--- src/rtl/mux4_rr_sched.sv ---
// Round-robin scheduler driving the S/En pins of a shared 4:1 mux, with a one-cycle
// break-before-make gap between owners. Optional hold timeout under MUX4_SCHED_TIMEOUT_EN.
module mux4_rr_sched #(
    parameter int MAX_HOLD = 8
) (
    input  logic       Clk,
    input  logic       Rst_n,
    input  logic [3:0] Req,
    input  logic       Done,
    output logic [1:0] S,
    output logic       En,
    output logic [3:0] Gnt,
    output logic       Busy,
    output logic       Tmo
);

    typedef enum logic [1:0] {IDLE, GRANT, GAP} state_t;

    state_t     state;
    logic [1:0] last;
    logic [1:0] win;
    logic [1:0] idx;
    logic       tmo_hit;
    logic       rel;

    if (MAX_HOLD < 2 || MAX_HOLD > 255) begin : g_bad_max_hold
        $error("mux4_rr_sched: MAX_HOLD must be in 2..255");
    end

`ifdef MUX4_SCHED_TIMEOUT_EN
    logic [7:0] hold_cnt;
    assign tmo_hit = (hold_cnt == 8'(MAX_HOLD));
`else
    assign tmo_hit = 1'b0;
    assign Tmo     = 1'b0;
`endif

    // Scan from last+4 down to last+1 so the nearest requester after last wins;
    // last+4 == last, which gives the previous owner lowest priority.
    always_comb begin
        win = last;
        idx = last;
        for (int k = 4; k >= 1; k--) begin
            idx = last + 2'(k);
            if (Req[idx]) win = idx;
        end
    end

    assign rel = Done | ~Req[S] | tmo_hit;

    always_ff @(posedge Clk) begin
        if (!Rst_n) begin
            state <= IDLE;
            S     <= 2'b00;
            En    <= 1'b1;
            Gnt   <= 4'b0000;
            Busy  <= 1'b0;
            last  <= 2'd3;
`ifdef MUX4_SCHED_TIMEOUT_EN
            hold_cnt <= 8'd0;
            Tmo      <= 1'b0;
`endif
        end else begin
`ifdef MUX4_SCHED_TIMEOUT_EN
            Tmo <= 1'b0;
`endif
            case (state)
                GRANT: begin
                    if (rel) begin
                        state <= GAP;
                        Gnt   <= 4'b0000;
                        En    <= 1'b1;
`ifdef MUX4_SCHED_TIMEOUT_EN
                        // Pulse only when the timeout alone ended the grant.
                        Tmo <= tmo_hit & ~Done & Req[S];
`endif
                    end
`ifdef MUX4_SCHED_TIMEOUT_EN
                    if (!rel && hold_cnt != 8'(MAX_HOLD)) hold_cnt <= hold_cnt + 8'd1;
`endif
                end
                default: begin
                    if (|Req) begin
                        state <= GRANT;
                        S     <= win;
                        Gnt   <= 4'b0001 << win;
                        En    <= 1'b0;
                        Busy  <= 1'b1;
                        last  <= win;
`ifdef MUX4_SCHED_TIMEOUT_EN
                        hold_cnt <= 8'd1;
`endif
                    end else begin
                        state <= IDLE;
                        Busy  <= 1'b0;
                    end
                end
            endcase
        end
    end

endmodule

--- config.mk ---
export PLATFORM = sky130hd
export DESIGN_NAME = mux4_rr_sched
export DESIGN_NICKNAME = d
export VERILOG_FILES = /design/src/rtl/mux4_rr_sched.sv
export SDC_FILE = /design/constraint.sdc
export NUM_CORES = 1
export LEC_CHECK = 0
export ABC_AREA = 1
export CORE_MARGIN = 2
export CORE_UTILIZATION = 42
export DETAILED_ROUTE_END_ITERATION = 7
export PLACE_DENSITY = 0.69
export SETUP_SLACK_MARGIN = 0.2
export SYNTH_ARGS = -nofsm -noshare
export SYNTH_HDL_FRONTEND = slang
export SYNTH_SLANG_ARGS = --single-unit
--- constraint.sdc ---
create_clock -name Clk -period 1.71 [get_ports Clk]
set_input_delay 0.2565 -clock Clk [delete_from_list [all_inputs] [get_ports Clk]]
set_output_delay 0.2565 -clock Clk [all_outputs]
set_load 0.02 [all_outputs]
== After elaboration in Yosys (flattened, before gate mapping) ==
Index checks and enable logic that the tools add are counted.

* Bits in registers: 12

* Add/sub/neg operators: 3
* Magnitude comparators: 4
* Equal/unequal tests: 2
* Shift operators: 1
* Multiplexer cells: 21
* Bitwise operators: 3
* Reductions and logical operators: 4

{| class="wikitable"
|+ Operators by type and width
! kind !! number
|-
| less-than comparator 2 x 3 -> 1 bit, second input constant || 4
|-
| 2-to-1 mux 4 bit || 3
|-
| 2-to-1 mux 2 bit || 5
|-
| 2-to-1 mux 1 bit || 9
|-
| binary-select mux 1 bit (select 2 bit) || 4
|-
| adder 2 bit, second input constant || 2
|-
| AND reduction 2 bit || 2
|-
| OR reduction 4 bit || 1
|-
| left shift 1 x 2 -> 4 bit, first input constant || 1
|-
| adder 2 x 1 -> 2 bit, second input constant || 1
|-
| equality test 2 x 1 -> 1 bit, second input constant || 1
|-
| != test 2 bit, second input constant || 1
|-
| NOT 1 bit || 2
|-
| nonzero test 2 bit || 1
|-
| bitwise OR 1 bit || 1
|}

== Logic depth before layout (Yosys ltp) ==
Gate-level depths: netlist (run 1).

* Depth after elaboration: 9
* Depth in mapped cells: 12

== Worst setup path before layout (run 1) ==
OpenSTA, ideal clock, no wires.

* Kind: register -> register
* Start point: reg S[0]
* End point: reg Gnt[0]
* Arrival time: 1.192 ns
* Required time: 1.638 ns
* Path slack: 0.446 ns
* Stages on the path, launching flop included: 9
* Buffers on the path: 0
* Period minus slack after synthesis: 1.264 ns
* Cell sequence: dfxtp_1 a21oi_1 o21ai_0 nand3b_1 nand2_1 inv_1 nor2_1 nand2_1 a21oi_1

* Longest elaborated chain between the ends: 6

{| class="wikitable"
|+ Ends and longest elaborated chain
! what !! line !! text
|-
| from (decl) || 10 || <nowiki>output logic [1:0] S,</nowiki>
|-
| from (signal assigned) || 85 || <nowiki>S <= win;</nowiki>
|-
| binary-select mux 1 bit (select 2 bit) || 49 || <nowiki>assign rel = Done | ~Req[S] | tmo_hit;</nowiki>
|-
| 2-to-1 mux 1 bit (implied by the code) || 49 ||
|-
| NOT 1 bit || 49 ||
|-
| bitwise OR 1 bit || 49 ||
|-
| != test 2 bit (no source line) || n/a ||
|-
| AND reduction 2 bit (no source line) || n/a ||
|-
| to (signal assigned) || 86 || <nowiki>Gnt <= 4'b0001 << win;</nowiki>
|-
| to (decl) || 12 || <nowiki>output logic [3:0] Gnt,</nowiki>
|}

No other way between the ends. The select of a mux whose other input is x is not followed.
A chain may end at the register's enable or synchronous reset.

== Worst setup path in the final report (run 1) ==
* Start point: reg Gnt[0]
* End point: out Gnt[0]

No word-level cell between the ends.

==> metrics.md, run 1 <==
| Metric | Value |
|---|---|
| Mapped Area | 712 µm² |
| Final period util | 0.862 |
| Clock root buffer | clkbuf_4 |
| Reg2reg start | last[0] |
| Crit path max-delay family | buffers and inverters |
| Non-Filler Instances | 144 |
| Initial core utilization | 0.462 |
| Worst setup path endpoint | Gnt[0] |
| Critical path class | reg2out |
| DP HPWL | 1240 µm |
| Routed wire per std cell | 11.0 µm |
| Final hold violation count | 0 |
| Maximum buffer depth of the clock tree | 2 |
| Slew Viols, Final | 0 |
| Initial DRC count | 13 |
| Htree depth | 1 |
| CP endpoint kind | output pin |
| IO buf count | 14 |
| Most frequent cells in the layout | 28 x nand2_1, 13 x nand2_2, 10 x dfxtp_1 |
| Max Freq | 0.678 GHz |
| Vias in the first global route | 661 |
| Clk sinks | 12 |
| Top cells by area, synth | dfxtp_1 34%, nand2_1 15%, nand2_2 11% |
| PD cells | about 1700 mW/mm² |
| Outcome | completed |
| Worst reg2reg path depth | 11 |
| Most common cell after layout, fill and taps aside | nand2_1 |
| CP max FO | 2 |
| First-pass GRT wire length | between 2000 and 3000 µm |
| Vias/cell | 4.93 |
| RSZ-0062 raised after global routing | false |
| GRT Total Usage | 0.181 |
| Critical path depth | 1 |
| Layout cells sized above 1 | 0.297 |
| Area share of the largest cell type after synthesis | 0.337 |
| Grt total ovfl | 0 |
| Total CTS buffers | 3 |
| Final WL | 1580 µm |
| Required time worst endpoint | between 1000 and 1500 ps |
| Flops & latches, synth | 12 |
| Fin Setup TNS | 0 ps |
| RePlAce Congestion | 0.836 |
| Die Ht | 45.2 µm |
| Cell Area, Placed | between 800 and 900 µm² |
| Clock skew | between 3 and 4 ps |
| Cell Chain, Critical Path | clkdlybuf4s50_1 |
| Register area share after synthesis | 0.337 |
| Count of final setup violators | 0 |
| WP buf/inv | 1 |
| Die Footprint | 0.00204 mm² |
| Synth-to-layout area growth | 33.9% |
| # DRC | 0 |
| Final Cell Area | 953 µm² |
| Minimum clock period | 1470 ps |
| Nets | approximately 140 |
| Reg-to-reg endpoint | last[0] |
| Peak supply drop | roughly 0.86 mV |
| # rows | 14 |
| Vias post-DR | 710 |
| Die W | around 45 µm |
| Largest net degree at the start of global routing | 11 |
| Synth cell types | 23 |
| Clock Pin Slew Worst Setup and Hold Paths | 80 ps |
| Worst Min Path Start | Req[2] |
| Max_cap viols | 0 |
| Skew-Pair Late Insertion Delay | 270 ps |
| Num ports | 16 |
| Antenna violations before repair | 0 |
| Mapped Nets | around 110 |
| Drt first pass iters | 4 |
| Synth Instances | approximately 110 |
| Reg-to-reg slack, setup | 340 ps |
| CTS tree | done |
| CP peak stage delay | 600 ps |
| Worst EP arrival | ~1200 ps |
| Yosys synthesis warning count | 0 |
| Post-synth top area cell | dfxtp_1 |
| Post-DRT Antenna Nets | 0 |
| Worst setup SP type | register |
| Post-CTS setup buffers | 0 |
| Hold Path Class | in2reg |
| Avg Cell Area, Syn | 6.72 µm² |
| Slowest-stage cell, CP | clkdlybuf4s50_1 |
| Total Power | 1.59 mW |
| Pleak | slightly above 0.5 nW |
| DP Cell Count | 140 |
| Start point of the critical path | Gnt[0] |
| Core Region | 0.00154 mm² |
| Ant diodes | 0 |
[state kept, by name, indices dropped and copies added, names as in the netlist]
register / flops
Busy: 1
En: 1
Gnt: 4
state: 2
last: 2
S: 2
[cells in the mapped netlist]
cell type	instances
nand2_1	28
nand2_2	13
dfxtp_1	12
inv_1	9
a21oi_1	8
nor2_1	8
inv_2	4
nand3_1	4
buf_4	2
nand4_1	2
nor2_2	2
o211ai_1	2
o21ai_1	2
buf_6	1
clkinv_1	1
conb_1	1
inv_8	1
nand3_2	1
nand3b_1	1
nor4_2	1
o21a_1	1
o21ai_0	1
o21ai_2	1
[worst min path at each step]
stage	end	slack (ps)	depth (start not counted)
floorplan	last[1]	360	1
global placement	En	440	2
detailed placement	En	450	2
CTS	En	460	2
global route	state[0]	420	4
finish	state[0]	390	4
[stage by stage]
step | hold WS [ps] | setup WS (ps) | util
final | 387 | 236 | 0.619
after global routing | 423 | 203 | 0.619
after CTS | 461 | 215 | 0.608
after detailed placement | 446 | -135 | 0.583
after global placement | 439 | -71.2 | 0.583
after floorplan | 355 | 446 | -
[final cells by class]
| class | instances | area [µm²] |
|---|---|---|
| flip-flops and latches | 12 | 245 |
| fillers | 158 | 588 |
| clock buffers | 4 | 36.3 |
| multi-input cells | 76 | 387 |
| well taps | 16 | 20.0 |
| inverters | 15 | 63.8 |
| repair buffers | 21 | 201 |
[power breakdown]
part           leakage, nW  total [mW]  internal (mW)  switching, mW
clock network       0.0210       0.230          0.129          0.101
registers           0.0993       0.467          0.377         0.0901
logic                0.400       0.893          0.357          0.536
total                0.520        1.59          0.864          0.727
[cells by family (layout without fill, tap and decap cells)]
kind of cell,Yosys count,in the layout,synth area share
AND/OR/NAND/NOR,60,60,0.409
buffers and inverters,18,40,0.127
AO/OA/AOI/OAI,15,15,0.121
flip-flops,12,12,0.337
other,1,1,0.00527
[repair_timing]
action | 4_1_cts | 5_1_grt
endpoints found under the hold margin | 0 | 0
endpoints found under the setup margin | 8 | 9
hold buffers | 0 | 0
pin swaps | 0 | 0
resized for setup | 6 | 7
[metal layers]
| layer | routed length [µm] | track usage |
|---|---|---|
| met4 | 18 | 0.0706 |
| met5 | 0 | 0 |
| met3 | 63 | 0.0280 |
| met1 | 726 | 0.239 |
| met2 | 772 | 0.294 |
No activity file was read; power rests on OpenSTA's default activity.
==> run 2: changes to the inputs <==
--- a/config.mk
+++ b/config.mk
@@ -7,9 +7,9 @@
 export LEC_CHECK = 0
 export ABC_AREA = 1
 export CORE_MARGIN = 2
-export CORE_UTILIZATION = 42
+export CORE_UTILIZATION = 25
 export DETAILED_ROUTE_END_ITERATION = 7
-export PLACE_DENSITY = 0.69
+export RECOVER_POWER = 25
 export SETUP_SLACK_MARGIN = 0.2
 export SYNTH_ARGS = -nofsm -noshare
 export SYNTH_HDL_FRONTEND = slang
==> metrics.md, run 2 (same netlist as run 1, synthesis figures left out) <==
| Metric | Value |
|---|---|
| Clk sinks | 12 (unchanged) |
| GRT Total Usage | 0.0979 (-0.0829) |
| Final Cell Area | 972 µm² (+2.0%) |
| Count of final setup violators | 0 (unchanged) |
| CP endpoint kind | output pin |
| Drt first pass iters | 4 (unchanged) |
| Skew-Pair Late Insertion Delay | 270 ps (about the same) |
| Nets | 138 (+1.5%) |
| CTS tree | done |
| Most frequent cells in the layout | 28 x nand2_1, 13 x nand2_2, 10 x dfxtp_1 |
| FILL cells | 280 (+77%) |
| Die Ht | 57.4 µm (+27%) |
| Initial core utilization | 0.260 (-0.201) |
| Worst setup SP type | register |
| WP buf/inv | 1 (unchanged) |
| Final hold violation count | 0 (unchanged) |
| PD cells | 1630 mW/mm² (-2.2%) |
| Die Footprint | 0.00329 mm² (+61%) |
| Synth-to-layout area growth | 36.6% |
| Antenna violations before repair | 0 (unchanged) |
| Die W | 57.4 µm (+27%) |
| Max Freq | 0.683 GHz (+0.61%) |
| Post-DRT Antenna Nets | 0 (unchanged) |
| CP peak stage delay | 600 ps (about the same) |
| Final period util | 0.857 (-0.00519) |
| Required time worst endpoint | 1450 ps (about the same) |
| # rows | 19 (+5) |
| Peak supply drop | 1.01 mV (+17%) |
| Core Region | 0.00273 mm² (+77%) |
| IO buf count | 14 (unchanged) |
| Crit path max-delay family | buffers and inverters |
| Largest net degree at the start of global routing | 11 (unchanged) |
| Layout cells sized above 1 | 0.315 (+0.0185) |
| Slew Viols, Final | 0 (unchanged) |
| Vias post-DR | 718 (+1.1%) |
| Biggest register | Gnt |
| Max_cap viols | 0 (unchanged) |
| Critical path class | reg2out |
| Clock skew | 7.22 ps (+3.22 ps) |
| Vias in the first global route | 654 (-1.1%) |
| First-pass GRT wire length | 2610 µm (-4.8%) |
| Grt total ovfl | 0 (unchanged) |
| Clock root buffer | clkbuf_4 |
| Htree depth | 1 (unchanged) |
| Cell Chain, Critical Path | clkdlybuf4s50_1 |
| Total CTS buffers | 3 (unchanged) |
| DP HPWL | 1250 µm (+0.57%) |
| Slowest-stage cell, CP | clkdlybuf4s50_1 |
| Maximum buffer depth of the clock tree | 2 (unchanged) |
| Initial DRC count | 10 (-3) |
| Most common cell after layout, fill and taps aside | nand2_1 |
| Routed wire per std cell | 9.71 µm (-11%) |
| Final WL | 1560 µm (-0.95%) |
| Max FFs per register | 4 (unchanged) |
| Worst EP arrival | 1210 ps (about the same) |
| CP max FO | 2 (unchanged) |
| # DRC | 0 (unchanged) |
| Minimum clock period | 1470 ps (-8.87 ps) |
| Hold Path Class | in2reg |
| Vias/cell | 4.46 (-9.6%) |
| Clock Pin Slew Worst Setup and Hold Paths | 80 ps (about the same) |
| Pleak | 0.495 nW (-4.7%) |
| Cell Area, Placed | 932 µm² (+3.8%) |
| Num ports | 16 (unchanged) |
| Final core utilization | 0.356 (-0.263) |
| RSZ-0062 raised after global routing | false |
| Outcome | completed |
| # hold bufs at CTS | 0 (unchanged) |
| Ant diodes | 0 (unchanged) |
| RePlAce Congestion | 0.717 (-14%) |
## run 2: timing repair
action / CTS / global route
buffers inserted: 0 / 0
gates resized for setup: 5 / 11
endpoints found under the hold margin: 0 / 0
setup endpoints to repair: 9 / 12
## run 2: cell type report
type                       instances  area [µm²]  area share
inverter                          15        63.8      0.0656
sequential                        12         245       0.252
tap                               31        38.8      0.0399
timing repair buffer              23         196       0.202
clock buffer                       4        36.3      0.0373
multi-input combinational         76         392       0.403
## run 2: metal layers
metal  vias to the layer above  part of all wire  routed length [µm]  GRT usage
met5                         -                 0                   0          0
met4                         0            0.0032                   5     0.0199
met3                         2             0.043                  67     0.0363
met2                        15              0.49                 764      0.149
met1                       322              0.46                 726      0.133
li1                        379                 -                   -          -
## run 2: stage by stage
step	worst slack [ps]	std cells	power [mW]	setup TNS (ps)	hold WS, ps
2_1_floorplan	446	106	1.10	0	355
3_3_place_gp	-111	157	1.38	-539	449
3_5_place_dp	-144	157	1.40	-871	444
4_1_cts	211	161	1.62	0	461
5_1_grt	209	161	1.72	0	417
6_report	245	161	1.59	0	400
## run 2: where the power goes
group / switching, mW / internal, mW / total (mW)
Clock: 0.0919 / 0.129 / 0.221
Combinational: 0.543 / 0.353 / 0.896
Sequential: 0.0911 / 0.377 / 0.468
## run 2: path summary, 6_finish.rpt
kind	start	end	slack [ps]	depth (start not counted)
worst max-delay path	Gnt[3]	Gnt[3]	240	1
worst min-delay path	Req[2]	state[0]	400	4
worst max register to register	last[0]	last[0]	340	11
worst min register to register	En	En	460	2
